## config.mk

```make
export PLATFORM = sky130hd
export DESIGN_NAME = mc_controller
export DESIGN_NICKNAME = d
export VERILOG_FILES = /design/src/rtl/mips_pkg.sv /design/src/rtl/mc_ctrl_decode.sv /design/src/rtl/mc_controller.sv
export SDC_FILE = /design/constraint.sdc
export NUM_CORES = 1
export LEC_CHECK = 0
export BUFFER_PORTS_ARGS = -buffer_cell sky130_fd_sc_hd__buf_2
export CORE_UTILIZATION = 50
export CTS_CLUSTER_DIAMETER = 80
export DETAILED_ROUTE_END_ITERATION = 16
export MAX_ROUTING_LAYER = met4
export PLACE_DENSITY = 0.82
export SYNTH_ARGS = -nofsm -noshare
export SYNTH_HDL_FRONTEND = slang
export SYNTH_SLANG_ARGS = --single-unit
export TNS_END_PERCENT = 30
```

## constraint.sdc

```tcl
create_clock -name clk -period 3.8 [get_ports clk]
set_clock_uncertainty 0.05 [all_clocks]
set_input_delay 0.38 -clock clk [delete_from_list [all_inputs] [get_ports clk]]
set_output_delay 0.38 -clock clk [all_outputs]
set_load 0.01 [all_outputs]
```

## src/rtl/mips_pkg.sv

```systemverilog
// Shared types and encodings for the multicycle MIPS controller.
// Latency: n/a (declarations only).
// Backpressure: n/a.
package mips_pkg;

    typedef enum logic [3:0] {
        FETCH, DECODE, MEMADR, MEMRD, MEMWB, MEMWR, RTYPEEX,
        ALUWB, BEQEX, ADDIEX, ORIEX, IMMWB, JEX
    } state_t;

    localparam logic [5:0] OP_RTYPE = 6'b000000;
    localparam logic [5:0] OP_LW    = 6'b100011;
    localparam logic [5:0] OP_SW    = 6'b101011;
    localparam logic [5:0] OP_BEQ   = 6'b000100;
    localparam logic [5:0] OP_ADDI  = 6'b001000;
    localparam logic [5:0] OP_J     = 6'b000010;
    localparam logic [5:0] OP_ORI   = 6'b001101;

    localparam logic [1:0] ALUOP_ADD   = 2'b00;
    localparam logic [1:0] ALUOP_SUB   = 2'b01;
    localparam logic [1:0] ALUOP_FUNCT = 2'b10;
    localparam logic [1:0] ALUOP_OR    = 2'b11;

    localparam logic [1:0] PCSRC_ALU    = 2'b00;
    localparam logic [1:0] PCSRC_ALUOUT = 2'b01;
    localparam logic [1:0] PCSRC_JUMP   = 2'b10;

    localparam logic [1:0] SRCB_REGB  = 2'b00;
    localparam logic [1:0] SRCB_FOUR  = 2'b01;
    localparam logic [1:0] SRCB_IMM   = 2'b10;
    localparam logic [1:0] SRCB_IMMSH = 2'b11;

    // Full per-cycle control word driven into the datapath.
    typedef struct packed {
        logic       iord;
        logic       irwrite;
        logic       pcwrite;
        logic       branch;
        logic [1:0] pcsrc;
        logic       alusrca;
        logic [1:0] alusrcb;
        logic       zeroext;
        logic [1:0] aluop;
        logic       memwrite;
        logic       memtoreg;
        logic       regdst;
        logic       regwrite;
        logic       instr_done;
        logic       illegal_op;
    } ctrl_t;

    function automatic logic op_legal(input logic [5:0] op);
        return (op == OP_RTYPE) || (op == OP_LW) || (op == OP_SW) || (op == OP_BEQ) ||
               (op == OP_ADDI) || (op == OP_J) || (op == OP_ORI);
    endfunction

endpackage

```

## src/rtl/mc_ctrl_decode.sv

```systemverilog
// State -> control-word lookup for the multicycle controller.
// Latency: purely combinational.
// Backpressure: mem_ready gates the FETCH IR/PC load and the MEMWR completion pulse.
//  Ports: state (current FSM state), op (opcode, legality in DECODE),
//         mem_ready (memory handshake), ctrl (control word out).
module mc_ctrl_decode
    import mips_pkg::*;
#(
    parameter int OPW = 6
) (
    input  state_t         state,
    input  logic [OPW-1:0] op,
    input  logic           mem_ready,
    output ctrl_t          ctrl
);

    always_comb begin
        ctrl = '0;
        case (state)
            FETCH: begin
                ctrl.alusrcb = SRCB_FOUR;
                ctrl.irwrite = mem_ready;
                ctrl.pcwrite = mem_ready;
            end
            DECODE: begin
                // Branch target is precomputed into ALUOut here for BEQEX.
                ctrl.alusrcb = SRCB_IMMSH;
                if (!op_legal(op)) begin
                    ctrl.illegal_op = 1'b1;
                    ctrl.instr_done = 1'b1;
                end
            end
            MEMADR: begin
                ctrl.alusrca = 1'b1;
                ctrl.alusrcb = SRCB_IMM;
            end
            MEMRD: ctrl.iord = 1'b1;
            MEMWB: begin
                ctrl.memtoreg   = 1'b1;
                ctrl.regwrite   = 1'b1;
                ctrl.instr_done = 1'b1;
            end
            MEMWR: begin
                // Write strobe held until the memory acknowledges.
                ctrl.iord       = 1'b1;
                ctrl.memwrite   = 1'b1;
                ctrl.instr_done = mem_ready;
            end
            RTYPEEX: begin
                ctrl.alusrca = 1'b1;
                ctrl.aluop   = ALUOP_FUNCT;
            end
            ALUWB: begin
                ctrl.regdst     = 1'b1;
                ctrl.regwrite   = 1'b1;
                ctrl.instr_done = 1'b1;
            end
            BEQEX: begin
                ctrl.alusrca    = 1'b1;
                ctrl.aluop      = ALUOP_SUB;
                ctrl.branch     = 1'b1;
                ctrl.pcsrc      = PCSRC_ALUOUT;
                ctrl.instr_done = 1'b1;
            end
            ADDIEX: begin
                ctrl.alusrca = 1'b1;
                ctrl.alusrcb = SRCB_IMM;
            end
            ORIEX: begin
                ctrl.alusrca = 1'b1;
                ctrl.alusrcb = SRCB_IMM;
                ctrl.zeroext = 1'b1;
                ctrl.aluop   = ALUOP_OR;
            end
            IMMWB: begin
                ctrl.regwrite   = 1'b1;
                ctrl.instr_done = 1'b1;
            end
            JEX: begin
                ctrl.pcsrc      = PCSRC_JUMP;
                ctrl.pcwrite    = 1'b1;
                ctrl.instr_done = 1'b1;
            end
            default: ctrl = '0;
        endcase
    end

endmodule

```

## src/rtl/mc_controller.sv

```systemverilog
// Moore FSM sequencing the shared multicycle MIPS datapath.
// Latency: outputs follow state combinationally; 3-5 cycles per instruction plus memory waits.
// Backpressure: FETCH, MEMRD and MEMWR hold until mem_ready.
//  Ports: clk, reset_n (sync active-low), op, mem_ready in; datapath selects,
//         write enables, instr_done and illegal_op out.
module mc_controller
    import mips_pkg::*;
#(
    parameter int OPW = 6
) (
    input  logic           clk,
    input  logic           reset_n,
    input  logic [OPW-1:0] op,
    input  logic           mem_ready,
    output logic           iord,
    output logic           irwrite,
    output logic           pcwrite,
    output logic           branch,
    output logic [1:0]     pcsrc,
    output logic           alusrca,
    output logic [1:0]     alusrcb,
    output logic           zeroext,
    output logic [1:0]     aluop,
    output logic           memwrite,
    output logic           memtoreg,
    output logic           regdst,
    output logic           regwrite,
    output logic           instr_done,
    output logic           illegal_op
);

    state_t state;
    state_t nxt;
    ctrl_t  ctrl;

    mc_ctrl_decode #(.OPW(OPW)) u_decode (
        .state     (state),
        .op        (op),
        .mem_ready (mem_ready),
        .ctrl      (ctrl)
    );

    always_comb begin
        nxt = state;
        case (state)
            FETCH:   if (mem_ready) nxt = DECODE;
            DECODE: begin
                case (op)
                    OP_LW, OP_SW: nxt = MEMADR;
                    OP_RTYPE:     nxt = RTYPEEX;
                    OP_BEQ:       nxt = BEQEX;
                    OP_ADDI:      nxt = ADDIEX;
                    OP_ORI:       nxt = ORIEX;
                    OP_J:         nxt = JEX;
                    default:      nxt = FETCH;
                endcase
            end
            MEMADR:  nxt = (op == OP_SW) ? MEMWR : MEMRD;
            MEMRD:   if (mem_ready) nxt = MEMWB;
            MEMWR:   if (mem_ready) nxt = FETCH;
            RTYPEEX: nxt = ALUWB;
            ADDIEX:  nxt = IMMWB;
            ORIEX:   nxt = IMMWB;
            default: nxt = FETCH;
        endcase
    end

    always_ff @(posedge clk) begin
        if (!reset_n) state <= FETCH;
        else          state <= nxt;
    end

    // Selects pass through; anything that changes architectural state is
    // suppressed while reset is held, even mid-instruction.
    assign iord       = ctrl.iord;
    assign pcsrc      = ctrl.pcsrc;
    assign alusrca    = ctrl.alusrca;
    assign alusrcb    = ctrl.alusrcb;
    assign zeroext    = ctrl.zeroext;
    assign aluop      = ctrl.aluop;
    assign memtoreg   = ctrl.memtoreg;
    assign regdst     = ctrl.regdst;
    assign irwrite    = ctrl.irwrite    & reset_n;
    assign pcwrite    = ctrl.pcwrite    & reset_n;
    assign branch     = ctrl.branch     & reset_n;
    assign memwrite   = ctrl.memwrite   & reset_n;
    assign regwrite   = ctrl.regwrite   & reset_n;
    assign instr_done = ctrl.instr_done & reset_n;
    assign illegal_op = ctrl.illegal_op & reset_n;

endmodule

```

### Word-level counts from Yosys, hierarchy flattened

Cells that the tools add are included.

* bits in registers: 4
* bits of input ports: 9
* output and inout bits: 18
* word-level logic and storage cells: 67

* equality and inequality tests: 21
* muxes and demuxes: 22
* bitwise logic cells: 7
* reductions and logical operators: 16

Operators by type and width (number)
* case mux 4 bit (7 select lines): 1
* case mux 4 bit (6 select lines): 1
* equality test 4 bit (second input constant): 5
* equality test 4 x 3 -> 1 bit (second input constant): 4
* equality test 6 x 4 -> 1 bit (second input constant): 2
* equality test 6 bit (second input constant): 2
* two-way mux 4 bit: 3
* case mux 2 bit (3 select lines): 2
* two-way mux 1 bit: 10
* OR reduction 5 bit: 2
* equality test 4 x 2 -> 1 bit (second input constant): 2
* bitwise AND 1 bit: 7
* equality test 6 x 2 -> 1 bit (second input constant): 1
* equality test 6 x 3 -> 1 bit (second input constant): 1
* logical NOT 6 bit: 1
* logical OR 1 bit: 6
* inequality test 2 bit (second input constant): 3
* OR reduction 2 bit: 3
* OR reduction 3 bit: 2
* equality test 4 x 1 -> 1 bit (second input constant): 1
* logical NOT 4 bit: 1
* case mux 2 bit (2 select lines): 1
* two-way mux 3 bit: 1
* case mux 1 bit (3 select lines): 1
* 3 further kinds: 3

### Depth between registers and ports, before layout

Gate-level depths: netlist of the first run.

* word-level depth: 10
* gate-level depth with buffers: 5
* mapped depth without buffers: 4

### Hierarchy

A second synthesis of the first run with hierarchy kept.

* cells, all modules: 106
* area, all modules: 724.4 um2

Modules (own cells, without submodules)
* mc_controller: instances 1, cells each 61, area each 426.7 um2, sequential area each 80.1 um2
* mc_ctrl_decode: instances 1, cells each 45, area each 297.8 um2, sequential area each 0.0 um2

### Worst setup path before layout of the first run

OpenSTA, ideal clock, no wires.

* kind: register -> output
* start: reg state[0]
* end: out branch
* arrival time: 1.280 ns
* data required time: 3.370 ns
* slack: 2.090 ns
* stages on the path, launching flop included: 5
* buffers on the path: 2
* cell sequence: dfxtp_1 buf_2 buf_1 nor4_1 and2_1

* longest elaborated chain between the ends: 3

RTL lines
* start: declaration: RTL line mc_controller.sv:32 `state_t state;`
* start signal: assignment: RTL line mc_controller.sv:70 `else state <= nxt;`
* equality test 4 bit: RTL line mc_ctrl_decode.sv:19 `case (state)`
* two-way mux 1 bit: RTL line mc_ctrl_decode.sv:19
* bitwise AND 1 bit: RTL line mc_controller.sv:85 `assign branch = ctrl.branch & reset_n;`
* end: declaration: RTL line mc_controller.sv:18 `output logic branch,`

No other way between the ends.

### Worst setup path after layout of the first run

* start: reg state[1]
* end: out instr_done

* longest elaborated chain between the ends: 4
* elaborated cells on any way between the ends: 10
* classes of those cells: eq/ne: 7; mux: 1; bitwise: 1; reduce/logical: 1

RTL lines
* equality test 4 bit / equality test 4 x 3 -> 1 bit (equally long branches): RTL line mc_ctrl_decode.sv:19
* OR reduction 5 bit (no source line)
* case mux 1 bit (3 select lines) (*): RTL line mc_ctrl_decode.sv:19
* bitwise AND 1 bit (*): RTL line mc_controller.sv:88 `assign instr_done = ctrl.instr_done & reset_n;`
* end: declaration: RTL line mc_controller.sv:28 `output logic instr_done,`

Mark *: on every way between the ends. The rest lies on a longest branch, timed or not.

==> results of run 1 <==
==> layout make-up <==
| type | count | area (sq um) | share of cell area [%] |
|---|---|---|---|
| tap | 14 | 17.52 | 2.280 |
| timing repair buffer | 26 | 130.1 | 16.94 |
| clock buffer | 3 | 22.52 | 2.932 |
| sequential | 4 | 80.08 | 10.42 |
| multi-input combinational | 75 | 510.5 | 66.45 |
| inverter | 2 | 7.507 | 0.9772 |
==> power by group <==
group          internal, uW  total, uW  switching, uW
registers              43.3       48.6           5.29
clock network          35.4       53.4           18.1
logic                  17.8       40.6           22.7
total                  96.5        143           46.1
==> final timing paths <==
path	startpoint	endpoint	slack (ps)	cells past startpoint
hold / removal	reset_n	state[1]	420	2
setup / recovery	state[1]	instr_done	1620	4
hold reg to reg	state[3]	state[0]	740	2
setup reg to reg	state[1]	state[1]	2000	4
==> logic make-up after synthesis <==
logic type | Yosys count | share of synthesized area, %
flops | 4 | 12.10
xor+xnor | 3 | 3.970
simple gates | 44 | 43.10
buf+inv | 12 | 10.77
compound gates | 28 | 30.06
==> critical path, delay by kind of cell (launching register included) <==
kind | cells | cell delay (ps)
flops | 1 | 730
simple gates | 2 | 400
compound gates | 1 | 240
buf+inv | 1 | 130
==> layer usage <==
metal | routed length (um) | global-route usage (%)
met1 | 801 | 34.83
met2 | 693 | 33.90
met3 | 93 | 2.326
met4 | 0 | 8.621
met5 | 0 | -
==> cells in the final DEF (no fill, tap or decap), drive strengths merged, types with 2 or more instances in the layout <==
master	synthesis	layout
nor2	8	8
buf	8	26
o21ai	7	7
a211oi	3	3
and3	4	4
xnor2	2	2
nor4b	6	6
clkbuf	2	3
o21a	2	2
a31oi	3	3
nand2	8	8
nand2b	3	3
inv	2	2
a21oi	4	4
nor3	3	3
and2	2	2
dfxtp	4	4
nor4	3	3
==> through the flow <==
stage	worst slack, ps	util [%]	total power, uW
floorplan	2090	-	76.67
global route	1508	65.60	152.9
global placement	1928	63.68	88.80
CTS	1648	65.60	145.8
finish	1619	65.60	142.6
detailed placement	1915	63.68	89.37
==> flow_metrics.tcl, run 1 <==
set metrics [dict create \
    power_density_nw_per_um2 185.6 \
    regMostFlops "state" \
    worst_slew_pin_slew_ps 658.8 \
    syn2layout_area_growth_pct 16.07 \
    clock_latency_ps 230 \
    netlist_area_sq_um 661.9 \
    gp_congestion 0.8595 \
    yosysTopAreaCell "dfxtp_1" \
    clock_sinks 4 \
    yosys_warnings 0 \
    cts_buffers 3 \
    cpMaxStageDelayCell "dfxtp_1" \
    synth_cell_types 43 \
    rows 12 \
    grt-ovfl-total 0 \
    dp_hpwl_um 1106 \
    period_share_pct 57.40 \
    grt_max_degree 21 \
    synth_edf_count 0 \
    nets 121 \
    root_buffer "clkbuf_4" \
    final_antenna_net_count 0 \
    leakagePower_uw 0.0003233 \
    die_w_um 38.39 \
    drv_slew 0 \
    cp-start-kind "flip-flop" \
    vias 748 \
    slowest_delay_ps 730 \
    fin_area_sq_um 768.2 \
    die_h_um 38.39 \
    reg_top3 "state x4" \
    wl_um 1588 \
    yosys_register_bits 4 \
    grt_pass1_vias 599 \
    synth_top_area_share_pct 12.10 \
    status "complete, no violations" \
    ys_async_sr_fraction_pct 0 \
    grt_first_pass_wirelength_um 2504 \
    tns_ps 0 \
    dieArea_sq_um 1473 \
    ys.flop_type "dfxtp_1" \
    crit_type "flip-flop to primary output" \
    n_antenna_cell 0 \
    end_kind "primary output" \
    core_area_sq_um 1171 \
    max_freq_mhz 458.5 \
    post-route-drc-count 0 \
    worstPathRequired_ps 3370 \
    synth_area_per_cell_sq_um 7.273 \
    placed_area_sq_um 745.7 \
    start_util_pct 56.52 \
    drt_iter0_markers 15 \
    cts_hold_buf 0 \
    io_buffer_count 26 \
    drive_gt1_share_pct 31.82 \
    place_inst 121 \
    wl_per_cell_um 12.81 \
    clk_pin_slew_ps 40 \
    synth-seq-area-share_pct 12.10 \
    synthesis.nets 100 \
    dr.pass1.iters 4 \
    grt_setup_unrepaired "false" \
    fillCellCount 118 \
    io_pins 27 \
    crit_chain "nor3_2 -> and3_1 -> a32o_1 -> buf_2" \
    cts_tree "yes" \
    peakVddDrop_uv 216.2 \
    instances_no_fill 124 \
    setup_violations 0 \
    cts_setup_buffers 0 \
    synthTopCellsByCount "nand2_1 (8), nor2_1 (8)" \
    netlist_instances 91 \
    min_path_type "primary input to flip-flop" \
    track_usage_pct 23.96 \
    whs_ps 422.9 \
    via_per_inst 6.032 \
    period_needed_ps 2181 \
    cp.arrival_ps 1750 \
    path_max_fanout 20 \
    hold_violations 0 \
    h-tree-depth 1 \
    cts_buffer_depth 2 \
    largest_reg_flops 4 \
    synthTopCellsByArea "dfxtp_1 (12%), nor4b_1 (5.3%), nand2_1 (4.5%)" \
    drv_cap 0 \
    slew_headroom_pct 56.02 \
    post_cts_resized 0 \
    antenna_found_initial 0 \
]
(Power assumes the default switching activity.)
==> run 2, diff against run 1 <==
Settings changed: ABC_AREA set to 1, CORE_AREA set to 2 2 39 41, CORE_UTILIZATION 50 to unset, DIE_AREA set to 0 0 41 43, PLACE_DENSITY 0.82 to 0.75.
Clock period 3.8 ns to 2.09 ns, I/O delays scaled along.
==> run 2 against run 1 <==
Area after synthesis down 14%. Wire length down 1.4%. Register-to-register slack worse by 1300 ps. Sequential power up 74%. Global-route usage down 3.4 points. Cell count up 30%. Worst hold slack worse by 250 ps. Largest power group unchanged. Critical path type unchanged. Non-clock buffer count unchanged. Flip-flop and latch count unchanged.
==> flow_metrics.tcl, run 2 <==
set metrics [dict create \
    yosys_warnings 0 \
    post-route-drc-count 0 \
    wl_per_cell_um 9.720 \
    synthTopCellsByArea "nand2_1 (18%), nor2_1 (18%), dfxtp_1 (14%)" \
    rows 14 \
    crit_type "flip-flop to primary output" \
    cp_top_family "flip-flops" \
    ys.flop_type "dfxtp_1" \
    start_util_pct 41.14 \
    worstPathRequired_ps 1830 \
    tns_ps 0 \
    synth_top_area_share_pct 18.46 \
    grt_max_degree 9 \
    regMostFlops "state" \
    io_pins 27 \
    synth_edf_count 0 \
    wl_um 1565 \
    min_path_type "primary input to flip-flop" \
    crit_path_frequent_cell "o21ai_0" \
    h-tree-depth 1 \
    core_area_sq_um 1384 \
    crit_chain "nand2_1 -> inv_1 -> o21ai_0 -> o21ai_1 -> o21ai_0 -> o21ai_0 -> buf_2" \
    status "complete, no violations" \
    setup_violations 0 \
    drive_gt1_share_pct 28.97 \
    grt_first_pass_wirelength_um 2470 \
    track_usage_pct 20.58 \
    period_needed_ps 1862 \
    cp_num_buf_inv 2 \
    root_buffer "clkbuf_4" \
    drv_slew 0 \
    die_h_um 43 \
    cts_hold_buf 0 \
    max_freq_mhz 537.1 \
    end_kind "primary output" \
    largest_reg_flops 4 \
    synth_area_per_cell_sq_um 4.908 \
    layout_common_cells "nand2_1 (28), nor2_1 (27), buf_2 (26)" \
    netlist_area_sq_um 569.3 \
    final_common_cell "nand2_1" \
    cts_buffer_depth 2 \
    dieArea_sq_um 1763 \
    dp_hpwl_um 1328 \
    grt_setup_unrepaired "false" \
    drt_iter0_markers 26 \
    hold_violations 0 \
    synth-seq-area-share_pct 14.07 \
    ys_async_sr_fraction_pct 0 \
    cts_setup_buffers 0 \
    cp.arrival_ps 1600 \
    yosysTopAreaCell "nand2_1" \
    die_w_um 41 \
    slew_headroom_pct 75.93 \
    n_antenna_cell 0 \
    gp_congestion 0.8218 \
    cts_buffers 3 \
    period_share_pct 89.08 \
    grt-ovfl-total 0 \
    synthTopCellsByCount "nand2_1 (28), nor2_1 (27), inv_1 (17), nand3_1 (8), a21oi_1 (6)" \
    via_per_inst 5.155 \
    yosysMostFrequentCell "nand2_1" \
    grt_pass1_vias 665 \
    clock_sinks 4 \
    worst_slew_pin_slew_ps 359.7 \
    power_density_nw_per_um2 358.6 \
    final_antenna_net_count 0 \
    synth_cell_types 16 \
    drv_cap 0 \
    post_cts_resized 0 \
    netlist_instances 116 \
    reg_top3 "state x4" \
    cp-start-kind "flip-flop" \
    io_buffer_count 26 \
    cpMaxStageDelayCell "dfxtp_1" \
    cts_tree "yes" \
    leakagePower_uw 0.0004568 \
    dr.pass1.iters 4 \
    nets 156 \
    clk_pin_slew_ps 30 \
    layout_setup_ws_ps 228.3 \
    syn2layout_area_growth_pct 30.33 \
    path_max_fanout 7 \
    vias 830 \
    place_ws_ps 528.3 \
    yosys_register_bits 4 \
    clock_latency_ps 230 \
    fillCellCount 156 \
    antenna_found_initial 0 \
    slowest_delay_ps 480 \
    synthesis.nets 125 \
    peakVddDrop_uv 179.9 \
]
run 2: per-stage QoR:
stage,util (%),hold slack [ps],std cells,cell area [sq um],power [uW]
6_report,53.62,176.0,161,742.0,266.1
5_1_grt,53.62,178.9,161,742.0,286.3
4_1_cts,53.62,177.0,161,742.0,267.5
3_5_place_dp,51.99,411.0,158,719.4,174.1
3_3_place_gp,51.99,409.1,158,719.4,173.3
2_1_floorplan,-,256.6,116,569.3,141.0
run 2: path summary, 6_finish.rpt:
| path | from | endpoint | slack [ps] | depth (start not counted) |
|---|---|---|---|---|
| worst min register to register | state[3] | state[3] | 480 | 2 |
| worst max register to register | state[1] | state[0] | 720 | 7 |
| worst min-delay path | reset_n | state[1] | 180 | 3 |
| worst max-delay path | state[1] | instr_done | 230 | 7 |
run 2: where the power goes:
part / switching (uW) / total (uW) / leakage [uW] / internal [uW]
registers: 5.03 / 84.8 / 0.0000325 / 79.8
logic: 58.2 / 88.7 / 0.000411 / 30.6
clock network: 28.5 / 92.5 / 0.0000138 / 64.0
total: 91.7 / 266 / 0.000457 / 174
run 2: cell families (layout without fill, tap and decap cells):
kind of cell / after synthesis / in the layout / share of synthesized area [%]
AOI/OAI and AO/OA: 14 / 14 / 13.85
buffers and inverters: 21 / 50 / 13.85
DFF: 4 / 4 / 14.07
and+or+nand+nor: 77 / 77 / 58.24
run 2: worst reg2reg max path: stages, from the launching register on:
cell     delay (ps)
dfxtp_1         480
nand2_1         190
nor2_2          180
inv_1            80
nand2_2          80
o21ai_2          60
nand2_1          80
a21oi_2          50
run 2: final cells by class:
type / count / area [sq um] / share of cell area (%)
Multi-Input combinational cell: 91 / 410.4 / 55.31
Timing Repair Buffer: 26 / 130.1 / 17.54
Sequential cell: 4 / 80.08 / 10.79
Inverter: 21 / 78.83 / 10.62
Clock buffer: 3 / 22.52 / 3.035
Tap cell: 16 / 20.02 / 2.698
run 2: routing by layer:
layer / global-route usage, % / wire [um] / vias to the layer above
met4: 10.00 / 36 / 0
met1: 21.86 / 644 / 362
met5: - / 0 / -
met2: 35.63 / 781 / 38
met3: 1.571 / 102 / 4
li1: - / - / 426
